$ cat src/rtl/timer_setter_if.sv
// rtl/timer_setter_if.sv - keypad and counter-chain signal bundle for timer_setter
interface timer_setter_if;
  logic       key_valid;
  logic [3:0] key_code;
  logic       zero_all;
  logic [3:0] data_min_tens;
  logic [3:0] data_min_ones;
  logic [2:0] data_sec_tens;
  logic [3:0] data_sec_ones;
  logic       loadn;
  logic       clearn;
  logic       en;
  logic       done;
  logic       err;

  // Setter side: consumes keys and terminal count, drives the counter chain.
  modport slave (
    input  key_valid, key_code, zero_all,
    output data_min_tens, data_min_ones, data_sec_tens, data_sec_ones,
    output loadn, clearn, en, done, err
  );

  // Environment side: keypad decoder plus counter chain.
  modport master (
    output key_valid, key_code, zero_all,
    input  data_min_tens, data_min_ones, data_sec_tens, data_sec_ones,
    input  loadn, clearn, en, done, err
  );
endinterface

$ cat src/rtl/timer_setter.sv
// rtl/timer_setter.sv - keypad MM:SS entry and countdown control; optional macro TIMER_SETTER_TIMEOUT_EN adds an idle-entry timeout
module timer_setter #(
  parameter int TIMEOUT_CYCLES = 50_000_000
) (
  input logic           clk,
  input logic           clear,
  timer_setter_if.slave bus
);

  typedef enum logic [2:0] {IDLE, ENTRY, LOAD, RUN, PAUSE} state_t;

  state_t      state;
  logic [15:0] buffer;
  logic        loadn_q;
  logic        clearn_q;
  logic        en_q;
  logic        done_q;
  logic        err_q;

  logic is_digit;
  logic is_start;
  logic is_cancel;

  assign is_digit  = bus.key_valid && (bus.key_code <= 4'd9);
  assign is_start  = bus.key_valid && (bus.key_code == 4'hA);
  assign is_cancel = bus.key_valid && (bus.key_code == 4'hB);

  assign bus.data_min_tens = buffer[15:12];
  assign bus.data_min_ones = buffer[11:8];
  assign bus.data_sec_tens = buffer[6:4];
  assign bus.data_sec_ones = buffer[3:0];
  assign bus.loadn         = loadn_q;
  assign bus.clearn        = clearn_q;
  assign bus.en            = en_q;
  assign bus.done          = done_q;
  assign bus.err           = err_q;

  if (TIMEOUT_CYCLES < 1) begin : g_bad_timeout
    $error("TIMEOUT_CYCLES must be at least 1");
  end

`ifdef TIMER_SETTER_TIMEOUT_EN
  localparam logic [31:0] TIMEOUT_LAST = 32'(TIMEOUT_CYCLES - 1);
  logic [31:0] idle_cnt;
`endif

  // Control FSM: digit buffer, state and registered strobes to the counter chain.
  always_ff @(posedge clk) begin
    if (clear) begin
      state    <= IDLE;
      buffer   <= 16'h0000;
      loadn_q  <= 1'b1;
      clearn_q <= 1'b1;
      en_q     <= 1'b0;
      done_q   <= 1'b0;
      err_q    <= 1'b0;
`ifdef TIMER_SETTER_TIMEOUT_EN
      idle_cnt <= 32'd0;
`endif
    end else begin
      loadn_q  <= 1'b1;
      clearn_q <= 1'b1;
      done_q   <= 1'b0;
      err_q    <= 1'b0;
      if (is_cancel) begin
        state    <= IDLE;
        buffer   <= 16'h0000;
        clearn_q <= 1'b0;
        en_q     <= 1'b0;
      end else begin
        case (state)
          IDLE: begin
            if (is_digit) begin
              buffer <= {buffer[11:0], bus.key_code};
              state  <= ENTRY;
`ifdef TIMER_SETTER_TIMEOUT_EN
              idle_cnt <= 32'd0;
`endif
            end
          end
          ENTRY: begin
            if (is_digit) begin
              buffer <= {buffer[11:0], bus.key_code};
            end else if (is_start) begin
              // Seconds-tens above 5 is a bad entry; an all-zero buffer is silently ignored.
              if (buffer[7:4] > 4'd5) begin
                err_q <= 1'b1;
              end else if (buffer != 16'h0000) begin
                state   <= LOAD;
                loadn_q <= 1'b0;
              end
            end
`ifdef TIMER_SETTER_TIMEOUT_EN
            if (is_digit || is_start) begin
              idle_cnt <= 32'd0;
            end else if (idle_cnt == TIMEOUT_LAST) begin
              state    <= IDLE;
              buffer   <= 16'h0000;
              idle_cnt <= 32'd0;
            end else begin
              idle_cnt <= idle_cnt + 32'd1;
            end
`endif
          end
          LOAD: begin
            state <= RUN;
            en_q  <= 1'b1;
          end
          RUN: begin
            if (bus.zero_all) begin
              state  <= IDLE;
              buffer <= 16'h0000;
              done_q <= 1'b1;
              en_q   <= 1'b0;
            end else if (is_start) begin
              state <= PAUSE;
              en_q  <= 1'b0;
            end
          end
          PAUSE: begin
            if (is_start) begin
              state <= RUN;
              en_q  <= 1'b1;
            end
          end
          default: begin
            state  <= IDLE;
            buffer <= 16'h0000;
            en_q   <= 1'b0;
          end
        endcase
      end
    end
  end

endmodule
$ cat src/flat_wrapper.sv
// flat-port wrapper written by rule: the top's interface ports become plain ports
module timer_setter_flat 
#(
  parameter int TIMEOUT_CYCLES = 50_000_000
)
  (clk, clear, bus_key_valid, bus_key_code, bus_zero_all, bus_data_min_tens, bus_data_min_ones, bus_data_sec_tens, bus_data_sec_ones, bus_loadn, bus_clearn, bus_en, bus_done, bus_err);
  timer_setter_if bus_i ();
  input logic clk;
  input logic clear;
  input wire logic [$bits(bus_i.key_valid)-1:0] bus_key_valid;
  input wire logic [$bits(bus_i.key_code)-1:0] bus_key_code;
  input wire logic [$bits(bus_i.zero_all)-1:0] bus_zero_all;
  output wire logic [$bits(bus_i.data_min_tens)-1:0] bus_data_min_tens;
  output wire logic [$bits(bus_i.data_min_ones)-1:0] bus_data_min_ones;
  output wire logic [$bits(bus_i.data_sec_tens)-1:0] bus_data_sec_tens;
  output wire logic [$bits(bus_i.data_sec_ones)-1:0] bus_data_sec_ones;
  output wire logic [$bits(bus_i.loadn)-1:0] bus_loadn;
  output wire logic [$bits(bus_i.clearn)-1:0] bus_clearn;
  output wire logic [$bits(bus_i.en)-1:0] bus_en;
  output wire logic [$bits(bus_i.done)-1:0] bus_done;
  output wire logic [$bits(bus_i.err)-1:0] bus_err;
  assign bus_i.key_valid = bus_key_valid;
  assign bus_i.key_code = bus_key_code;
  assign bus_i.zero_all = bus_zero_all;
  assign bus_data_min_tens = bus_i.data_min_tens;
  assign bus_data_min_ones = bus_i.data_min_ones;
  assign bus_data_sec_tens = bus_i.data_sec_tens;
  assign bus_data_sec_ones = bus_i.data_sec_ones;
  assign bus_loadn = bus_i.loadn;
  assign bus_clearn = bus_i.clearn;
  assign bus_en = bus_i.en;
  assign bus_done = bus_i.done;
  assign bus_err = bus_i.err;
  timer_setter #(.TIMEOUT_CYCLES(TIMEOUT_CYCLES)) u_core (.clk(clk), .clear(clear), .bus(bus_i));
endmodule
$ cat config.mk
export PLATFORM = sky130hd
export DESIGN_NAME = timer_setter_flat
export DESIGN_NICKNAME = d
export VERILOG_FILES = /design/src/rtl/timer_setter_if.sv /design/src/rtl/timer_setter.sv /design/src/flat_wrapper.sv
export SDC_FILE = /design/constraint.sdc
export NUM_CORES = 1
export LEC_CHECK = 0
export ABC_AREA = 1
export BUFFER_PORTS_ARGS = -buffer_cell sky130_fd_sc_hd__buf_2
export CAP_MARGIN = 25
export CORE_MARGIN = 4
export CORE_UTILIZATION = 32
export CTS_CLUSTER_SIZE = 40
export DETAILED_ROUTE_END_ITERATION = 12
export PLACE_DENSITY = 0.61
export SYNTH_ARGS = -nofsm -noshare
export SYNTH_HDL_FRONTEND = slang
export SYNTH_SLANG_ARGS = --single-unit
$ cat constraint.sdc
create_clock -name clk -period 2.35 [get_ports clk]
set_clock_uncertainty 0.1 [all_clocks]
set_input_delay 0 -clock clk [delete_from_list [all_inputs] [get_ports clk]]
set_output_delay 0 -clock clk [all_outputs]
set_load 0.02 [all_outputs]
==> key figures, run 1 <==
Setup path
  • Kind of critical path: reg2reg
  • Worst-path fanout max: 19
  • Reg2reg start: u_core.state[2]
  • Worst path bufs/invs: 0
  • CP top delay family: simple AND/OR/NAND/NOR gates
  • Most used cell, CP: nor2_4
  • Crit. End Element: register
  • Largest stage delay, worst path: approximately 0.51 ns
  • CP Launch Type: register
  • Critical Path Source: u_core.state[2]
  • CP Data Arrival Time: around 1.7 ns
  • CP cell instances: nor2_4 > nor2_4 > nor2_8 > nand3_1 > a21oi_1
  • Slowest CP cell: dfxtp_1
  • Req. time, crit path: between 2 and 2.5 ns

Flow run
  • Max_cap viols: 0

CTS
  • CTS tree: built
  • Post-CTS Setup Bufs: 0
  • Deepest clock path buffer count: 2
  • CTS H-Tree Depth: 1
  • Clk slew on worst S/H paths: 0.08 ns
  • Clk root buf: clkbuf_8
  • Post_cts resized: 0
  • CTS Buf Count: 3
  • Clk_lat worst skew: roughly 0.27 ns
  • Clock sink total: 24
  • Hold Buf Count CTS: 6

Floorplan
  • Die area: 5360 um^2
  • Chip Width: ~73 um
  • Die Span Y: ~73 um
  • Initial Utilization: 0.335
  • Core ar.: approximately 4100 um^2
  • Top Ports: 28
  • # rows: 23

Yosys
  • #FFs+latches synth: 24
  • Distinct cells, synth: 25
  • Syn Inst Count: about 170
  • Post-synthesis sequential area ratio: 0.353
  • Syn avg cell area: 7.87 um^2
  • Synth Cell Area: between 1000 and 1500 um^2
  • Syn_nets: about 180
  • Synth Warn #: 0

Timing
  • Slew @ Worst Pin: between 0.5 and 0.6 ns
  • Pins over their slew limit: 0
  • Period minus WS final: between 1.5 and 2 ns
  • Achievable clock frequency: roughly 600 MHz
  • Period utilisation layout: 0.691
  • Setup total negative slack: 0 ns
  • RSZ-0062 raised after global routing: no
  • Setup violators final: 0
  • Max-slew headroom: 0.664
  • Final hold vios: 0

Cells and area
  • # diodes: 0
  • Layout net count: between 150 and 200
  • Commonest non-fill, non-tap cell in the layout: buf_2
  • Most frequent cells in the layout: buf_2 (27), nand2_1 (24), dfxtp_1 (24)
  • Fillers: 429
  • P&R area growth vs syn: 12.4%
  • Fraction of layout cells with a size suffix above 1: 0.326

Placement
  • PortBufs: 27
  • Post-DP HPWL: approximately 2 mm
  • Routability Congestion: 0.731

Power
  • Peak supply drop: 451 uV
  • Power per cell area: 1050 nW/um^2
  • Combinational share of power: 0.443
  • Reg power frac: 0.327
  • Clk pwr share: 0.230
  • Internal: about 900 uW
  • Total design power: about 1.6 mW
  • Leak: 0.659 nW
  • Sw Ratio: 0.432
  • Sw Pwr: between 600 and 700 uW

Global route
  • Pin count of the biggest net entering global routing: 23
  • Overflow after GRT: 0
  • Total GRT Usage: 0.109
  • First-pass GRT wire length: around 4.6 mm
  • Initial antenna violation count: 0
  • Vias in the first global route: 1018

Hold path
  • Hold crit path type: in2reg
  • Min-delay src: bus_key_valid

Detailed routing
  • Avg Vias per Cell: about 4.6
  • Initial DRC count: 70
  • Final wirelength: 2.63 mm
  • ANT nets after route: 0
  • DR WL/cell: between 10 and 15 um
  • Post-route DRC: 0
  • DRT Pass-1 Iters: 4
  • Vias: ~1100

Outcome
  • Outcome: completed
[per-layer routing]
metal  GRT usage  share of wire  routed length (um)  vias up
li1            -              -                   -      596
met1       0.132           0.46                1220      492
met2       0.187           0.48                1260       16
met3      0.0262          0.043                 112        4
met4      0.0369          0.012                  31        0
met5           0              0                   0        -
[registers in the layout, indices dropped and copies added (netlist names)]
signal / cells
u_core.bus.en: 1
u_core.bus.err: 1
u_core.bus.clearn: 1
u_core.state: 3
u_core.buffer: 16
u_core.bus.done: 1
u_core.bus.loadn: 1
[synthesized netlist by cell type]
cell	instances	area (um^2)
o21ai_4	1	16.3
o21ai_0	5	25.0
nor4_1	2	12.5
nand4_1	2	12.5
nand3_1	13	65.1
nand2_1	24	90.1
a21oi_2	10	87.6
buf_2	1	5.00
nor2_1	20	75.1
nor2_4	2	22.5
nand3b_1	1	7.51
nand2_2	1	6.26
a21oi_1	9	45.0
nand2_4	1	11.3
nand3_2	10	100
dfxtp_1	24	480
inv_1	10	37.5
nor2_8	1	20.0
inv_2	3	11.3
clkbuf_4	2	15.0
o21ai_1	12	60.1
clkbuf_1	1	3.75
buf_6	1	11.3
buf_12	1	20.0
buf_4	16	120
[per-stage QoR]
step,hold WS [ns],util,setup WS (ns),cell area [um^2],instances
2_1_floorplan,0.00487,-,0.954,1360,173
3_3_place_gp,0.106,0.345,0.754,1400,230
3_5_place_dp,0.107,0.345,0.734,1400,230
4_1_cts,0.111,0.377,0.728,1530,240
5_1_grt,0.132,0.377,0.542,1530,240
6_report,0.107,0.377,0.726,1530,240
[power groups by stage]
stage	Clock (mW)	Sequential, mW	Combinational, mW
floorplan	0	0.521	0.684
global route	0.392	0.539	0.795
finish	0.370	0.525	0.711
global placement	0	0.535	0.703
detailed placement	0	0.536	0.704
CTS	0.376	0.527	0.715
[cell families after synthesis]
logic type             after synthesis  synth area share
AO/OA/AOI/OAI                       37             0.172
buffers and inverters               35             0.165
flip-flops                          24             0.353
AND/OR/NAND/NOR                     77             0.311
[final timing paths]
path	cells after the start	end	slack, ns
worst max register to register	5	u_core.buffer[8]	0.73
worst max-delay path	5	u_core.buffer[8]	0.73
worst min register to register	2	u_core.bus.en	0.38
worst min-delay path	5	u_core.bus.err	0.11
[area by class of cell]
cell class / instances / area [um^2] / share of cell area
flip-flops and latches: 24 / 480 / 0.314
clock inverters: 1 / 30.0 / 0.0196
repair buffers: 35 / 210 / 0.137
well taps: 50 / 62.6 / 0.0409
clock buffers: 3 / 41.3 / 0.0270
multi-input cells: 114 / 657 / 0.429
inverters: 13 / 48.8 / 0.0319
[worst min-delay path, cell delays in order]
cell and delay [ns]:
buf_2 0.10, nand2_1 0.05, inv_1 0.04, nand3b_1 0.16, nor4_1 0.08
(Power assumes the default switching activity.)
==> run 2, diff against run 1 <==
- clock period: 2.35 -> 1.6 ns (I/O delays scaled with it)
==> run 2 against run 1 <==
Effect of this change:
- hold slack better by 0.053 ns
- power up 46%
- largest cell class unchanged
- critical path type is now in2reg
- non-clock buffer count up 5
- cell area up 2.9%
- register-to-register slack worse by 0.54 ns
- sequential share of layout area down 0.71 points
- setup slack worse by 0.61 ns
- count of clock-buffer cells in the layout unchanged
- sequential power up 47%
- critical path depth up 5
- wire length up 13%
- via count up 2.3%
==> key figures, run 2 (synthesized netlist as in run 1, its figures left out) <==
Detailed routing
  • Avg Vias per Cell: ~4.6
  • Initial DRC count: 33
  • DRT Pass-1 Iters: 4
  • Vias: about 1100
  • DR WL/cell: ~12 um
  • ANT nets after route: 0
  • Final wirelength: 2.97 mm
  • Post-route DRC: 0

Setup path
  • Largest stage delay, worst path: approximately 0.53 ns
  • Req. time, crit path: between 1.5 and 2 ns
  • Kind of critical path: in2reg
  • Reg2reg start: u_core.state[1]
  • Reg-to-reg endpoint: u_core.state[1]
  • CP cell instances: dlygate4sd3_1 > buf_2 > nor2_2 > nand3b_1 > nor2_2 > nand2_1 > nand2_2 > nand3_1 > nand2_1 > nor2_1
  • Reg2Reg Depth: 8
  • Worst path bufs/invs: 2
  • R2r setup slk: 0.19 ns
  • Slowest CP cell: dlygate4sd3_1
  • Critical Path Source: bus_key_code[2]
  • Worst-path fanout max: 5
  • CP Launch Type: primary input
  • Crit. End Element: register
  • CP top delay family: simple AND/OR/NAND/NOR gates
  • CP Data Arrival Time: 1.54 ns
  • Worst path depth: 10
  • End point of the critical path: u_core.state[2]

Cells and area
  • P&R area growth vs syn: 15.6%
  • Most frequent cells in the layout: buf_2 (26), nand2_1 (22), dfxtp_1 (22)
  • Commonest non-fill, non-tap cell in the layout: buf_2
  • Max FFs per register: 16
  • Top reg by flops: u_core.buffer
  • Top Registers: u_core.buffer (16), u_core.state (3)
  • # diodes: 0
  • Fraction of layout cells with a size suffix above 1: 0.385
  • Layout net count: 205
  • Non-filler instance count after layout: between 200 and 250
  • Post-layout util: 0.388

Timing
  • Slew @ Worst Pin: approximately 0.27 ns
  • Max-slew headroom: 0.820
  • Achievable clock frequency: slightly below 700 MHz
  • Period utilisation layout: 0.930
  • Pins over their slew limit: 0
  • Period minus WS final: between 1 and 1.5 ns
  • Setup total negative slack: 0 ns
  • Setup violators final: 0
  • Final hold vios: 0
  • RSZ-0062 raised after global routing: yes

CTS
  • Clk_lat worst skew: 0.26 ns
  • Deepest clock path buffer count: 2
  • Clk root buf: clkbuf_8
  • Clock sink total: 24
  • CTS Buf Count: 3
  • Clk slew on worst S/H paths: ~0.080 ns
  • CTS H-Tree Depth: 1
  • CTS tree: built

Power
  • Leak: between 0.6 and 0.7 nW
  • Peak supply drop: between 500 and 600 uV
  • Total design power: between 2 and 2.5 mW
  • Power per cell area: about 1500 nW/um^2

Floorplan
  • # rows: 23
  • Top Ports: 28
  • Die area: 5360 um^2
  • Core ar.: a little over 4000 um^2
  • Chip Width: 73.2 um
  • Initial Utilization: 0.335
  • Die Span Y: about 73 um

Outcome
  • Outcome: completed

Hold path
  • Hold crit path type: in2reg

Global route
  • Overflow after GRT: 0
  • Initial antenna violation count: 0
  • Met3 layer usage reported by global route: 0.0262
  • Vias in the first global route: 1075
  • Layer with the highest usage: met2
  • Pin count of the biggest net entering global routing: 17
  • First-pass GRT wire length: 5.02 mm
  • Total GRT Usage: 0.120
  • Routing usage on met1: 0.147
  • Met2 Usage GRT: 0.201

Placement
  • Post-DP HPWL: between 2 and 2.5 mm
  • PortBufs: 27
  • Placed cell count: 235
  • Routability Congestion: 0.755

Flow run
  • Max_cap viols: 0
run 2: cell type report:
cell class,instances,area (um^2)
clock buffer,3,41.3
timing repair buffer,40,250
inverter,13,48.8
fill,426,2480
sequential,24,483
multi-input combinational,115,688
tap,50,62.6
run 2: worst register-to-register path, delay by kind of cell (launching register included):
| kind | cells | cell delay, ns |
|---|---|---|
| buffers and inverters | 2 | 0.26 |
| and+or+nand+nor | 5 | 0.37 |
| DFF | 1 | 0.39 |
| AOI/OAI and AO/OA | 1 | 0.19 |
run 2: repair_timing:
item | 4_1_cts | 5_1_grt
endpoints found under the setup margin | 0 | 19
hold buffers | 6 | 0
gates resized for setup | 0 | 9
setup buffers | 0 | 1
endpoints found under the hold margin | 6 | 0
run 2: metrics by stage:
stage / hold WS (ns) / instance area [um^2] / setup WS (ns)
2_1_floorplan: 0.00487 / 1360 / 0.204
3_3_place_gp: 0.105 / 1440 / 0.122
3_5_place_dp: 0.101 / 1440 / 0.0877
4_1_cts: 0.123 / 1540 / 0.0389
5_1_grt: 0.173 / 1570 / -0.0390
6_report: 0.160 / 1570 / 0.112
run 2: layer usage:
layer	share of wire	vias to the layer above
li1	-	604
met1	0.45	503
met2	0.49	22
met3	0.043	4
met4	0.018	0
met5	0	-
run 2: worst min path at each step:
stage                         to          start  cells after the start
6_report          u_core.bus.err  bus_key_valid                      5
2_1_floorplan  u_core.bus.clearn          clear                      2
3_5_place_dp   u_core.bus.clearn          clear                      3
3_3_place_gp   u_core.bus.clearn          clear                      3
5_1_grt           u_core.bus.err  bus_key_valid                      5
4_1_cts          u_core.state[0]  bus_key_valid                      7
run 2: where the power goes:
group	internal, mW	switching [mW]
combinational	0.423	0.801
sequential	0.683	0.0897
clock	0.168	0.184
==> run 3, diff against run 2 <==
- CORE_UTILIZATION: 32 -> 53
- PLACE_DENSITY: 0.61 -> 0.88
==> run 3 against run 2 <==
Effect of this change:
- hold slack lost 0.11 ns
- register-to-register slack got worse by 0.07 ns
- via count up 2.6%
- first-iteration DRC count grew 21%
- critical path depth shrank 1
- sequential cell count did not move
- critical endpoint is now u_core.buffer[5]
- die area down 36%
- sequential power hardly changed
- cell count is 7.8% lower
- setup slack worse by 0.053 ns
- sequential share of layout area is 0.75 points higher
- core utilization is 24 points higher
==> key figures, run 3 (synthesized netlist as in run 1, its figures left out) <==
Outcome
  • Outcome: completed

Power
  • Total design power: between 2 and 2.5 mW
  • Leak: slightly below 0.7 nW
  • Peak supply drop: 1020 uV
  • Power per cell area: 1500 nW/um^2

Detailed routing
  • DRT Pass-1 Iters: 4
  • ANT nets after route: 0
  • Post-route DRC: 0
  • Avg Vias per Cell: between 5 and 6
  • Vias: approximately 1200
  • Final wirelength: about 2.8 mm
  • Initial DRC count: 40
  • DR WL/cell: around 12 um

Global route
  • Overflow after GRT: 0
  • Pin count of the biggest net entering global routing: 18
  • Vias in the first global route: roughly 1100
  • Total GRT Usage: 0.171
  • Initial antenna violation count: 0
  • First-pass GRT wire length: between 4 and 5 mm

CTS
  • Deepest clock path buffer count: 2
  • Clock sink total: 24
  • Clk slew on worst S/H paths: around 0.12 ns
  • CTS tree: built
  • CTS Buf Count: 3
  • CTS H-Tree Depth: 1
  • Clk root buf: clkbuf_4
  • Clk_lat worst skew: between 0.3 and 0.4 ns

Placement
  • Placed cell areas: ~1400 um^2
  • PortBufs: 27
  • Routability Congestion: roughly 0.94
  • Post-DP HPWL: roughly 1.9 mm

Cells and area
  • Top Registers: u_core.buffer (16), u_core.state (3)
  • Most frequent cells in the layout: buf_2 (27), nand2_1 (24), dfxtp_1 (22)
  • Fraction of layout cells with a size suffix above 1: 0.352
  • Finished Cell Area: 1540 um^2
  • Layout net count: roughly 210
  • Post-layout util: 0.626
  • # diodes: 0
  • Top reg by flops: u_core.buffer
  • P&R area growth vs syn: 12.9%
  • Commonest non-fill, non-tap cell in the layout: buf_2
  • Max FFs per register: 16

Floorplan
  • Initial Utilization: 0.555
  • Chip Width: between 50 and 60 um
  • # rows: 18
  • Die Span Y: approximately 60 um
  • Die area: roughly 3400 um^2
  • Core ar.: 2450 um^2
  • Top Ports: 28

Setup path
  • Slowest CP cell: dlygate4sd3_1
  • Crit. End Element: register
  • CP Launch Type: primary input
  • Worst path bufs/invs: 2
  • Most used cell, CP: nand2_1
  • Req. time, crit path: about 1.8 ns
  • CP top delay family: simple AND/OR/NAND/NOR gates
  • CP Data Arrival Time: between 1.5 and 2 ns
  • Kind of critical path: in2reg
  • Largest stage delay, worst path: ~0.52 ns
  • Worst-path fanout max: 18
  • CP cell instances: dlygate4sd3_1 > buf_2 > o21ai_0 > nand2_1 > nand2_1 > nand2_4 > nor2_4 > nand3_2 > a21oi_2

Timing
  • Slew @ Worst Pin: around 0.28 ns
  • Period utilisation layout: 0.963
  • Final hold vios: 0
  • Pins over their slew limit: 0
  • Achievable clock frequency: between 600 and 700 MHz
  • Period minus WS final: between 1.5 and 2 ns
  • Setup violators final: 0
  • Max-slew headroom: 0.810
  • Hold WS: about 0.050 ns
  • Setup total negative slack: 0 ns

Flow run
  • Max_cap viols: 0

Hold path
  • Hold crit path type: in2reg
[run 3: worst min-delay path, cell delays in order]
cell      delay (ns)
buf_2           0.10
nand2_1         0.05
inv_1           0.04
nand3b_1        0.15
nor4_1          0.07
[run 3: metal layers]
layer | up-vias | track usage | share of wire
met5 | - | 0 | 0
met3 | 5 | 0.0285 | 0.044
met1 | 524 | 0.228 | 0.45
met4 | 0 | 0.0583 | 0.014
li1 | 608 | - | -
met2 | 26 | 0.279 | 0.49
[run 3: final timing paths]
check                                        end  cells past startpoint       startpoint  slack, ns
worst max-delay path            u_core.buffer[5]                      9  bus_key_code[3]       0.06
worst max register to register  u_core.buffer[8]                      6  u_core.state[0]       0.12
worst min-delay path              u_core.bus.err                      5    bus_key_valid       0.05
worst min register to register     u_core.bus.en                      2    u_core.bus.en       0.38
[run 3: area by class of cell]
type | instances | area [um^2]
clock buffers | 4 | 36.3
fillers | 229 | 918
well taps | 30 | 37.5
inverters | 13 | 48.8
multi-input cells | 115 | 668
repair buffers | 40 | 263
flip-flops and latches | 24 | 483
[run 3: metrics by stage]
step	setup WS (ns)	std cells
floorplan	0.204	173
global placement	0.161	213
detailed placement	0.112	213
CTS	0.0830	224
global route	-0.0180	226
finish	0.0591	226
[run 3: power breakdown]
group	switching, mW	internal [mW]	leakage, nW
Clock	0.178	0.139	0.0210
Combinational	0.797	0.424	0.460
Sequential	0.0860	0.683	0.196
Total	1.06	1.25	0.677
[run 3: timing repair]
item,4_1_cts,5_1_grt
buffers inserted,0,1
hold endpoints to repair,7,0
gates resized for setup,0,2
endpoints found under the setup margin,0,12
hold buffers,7,0
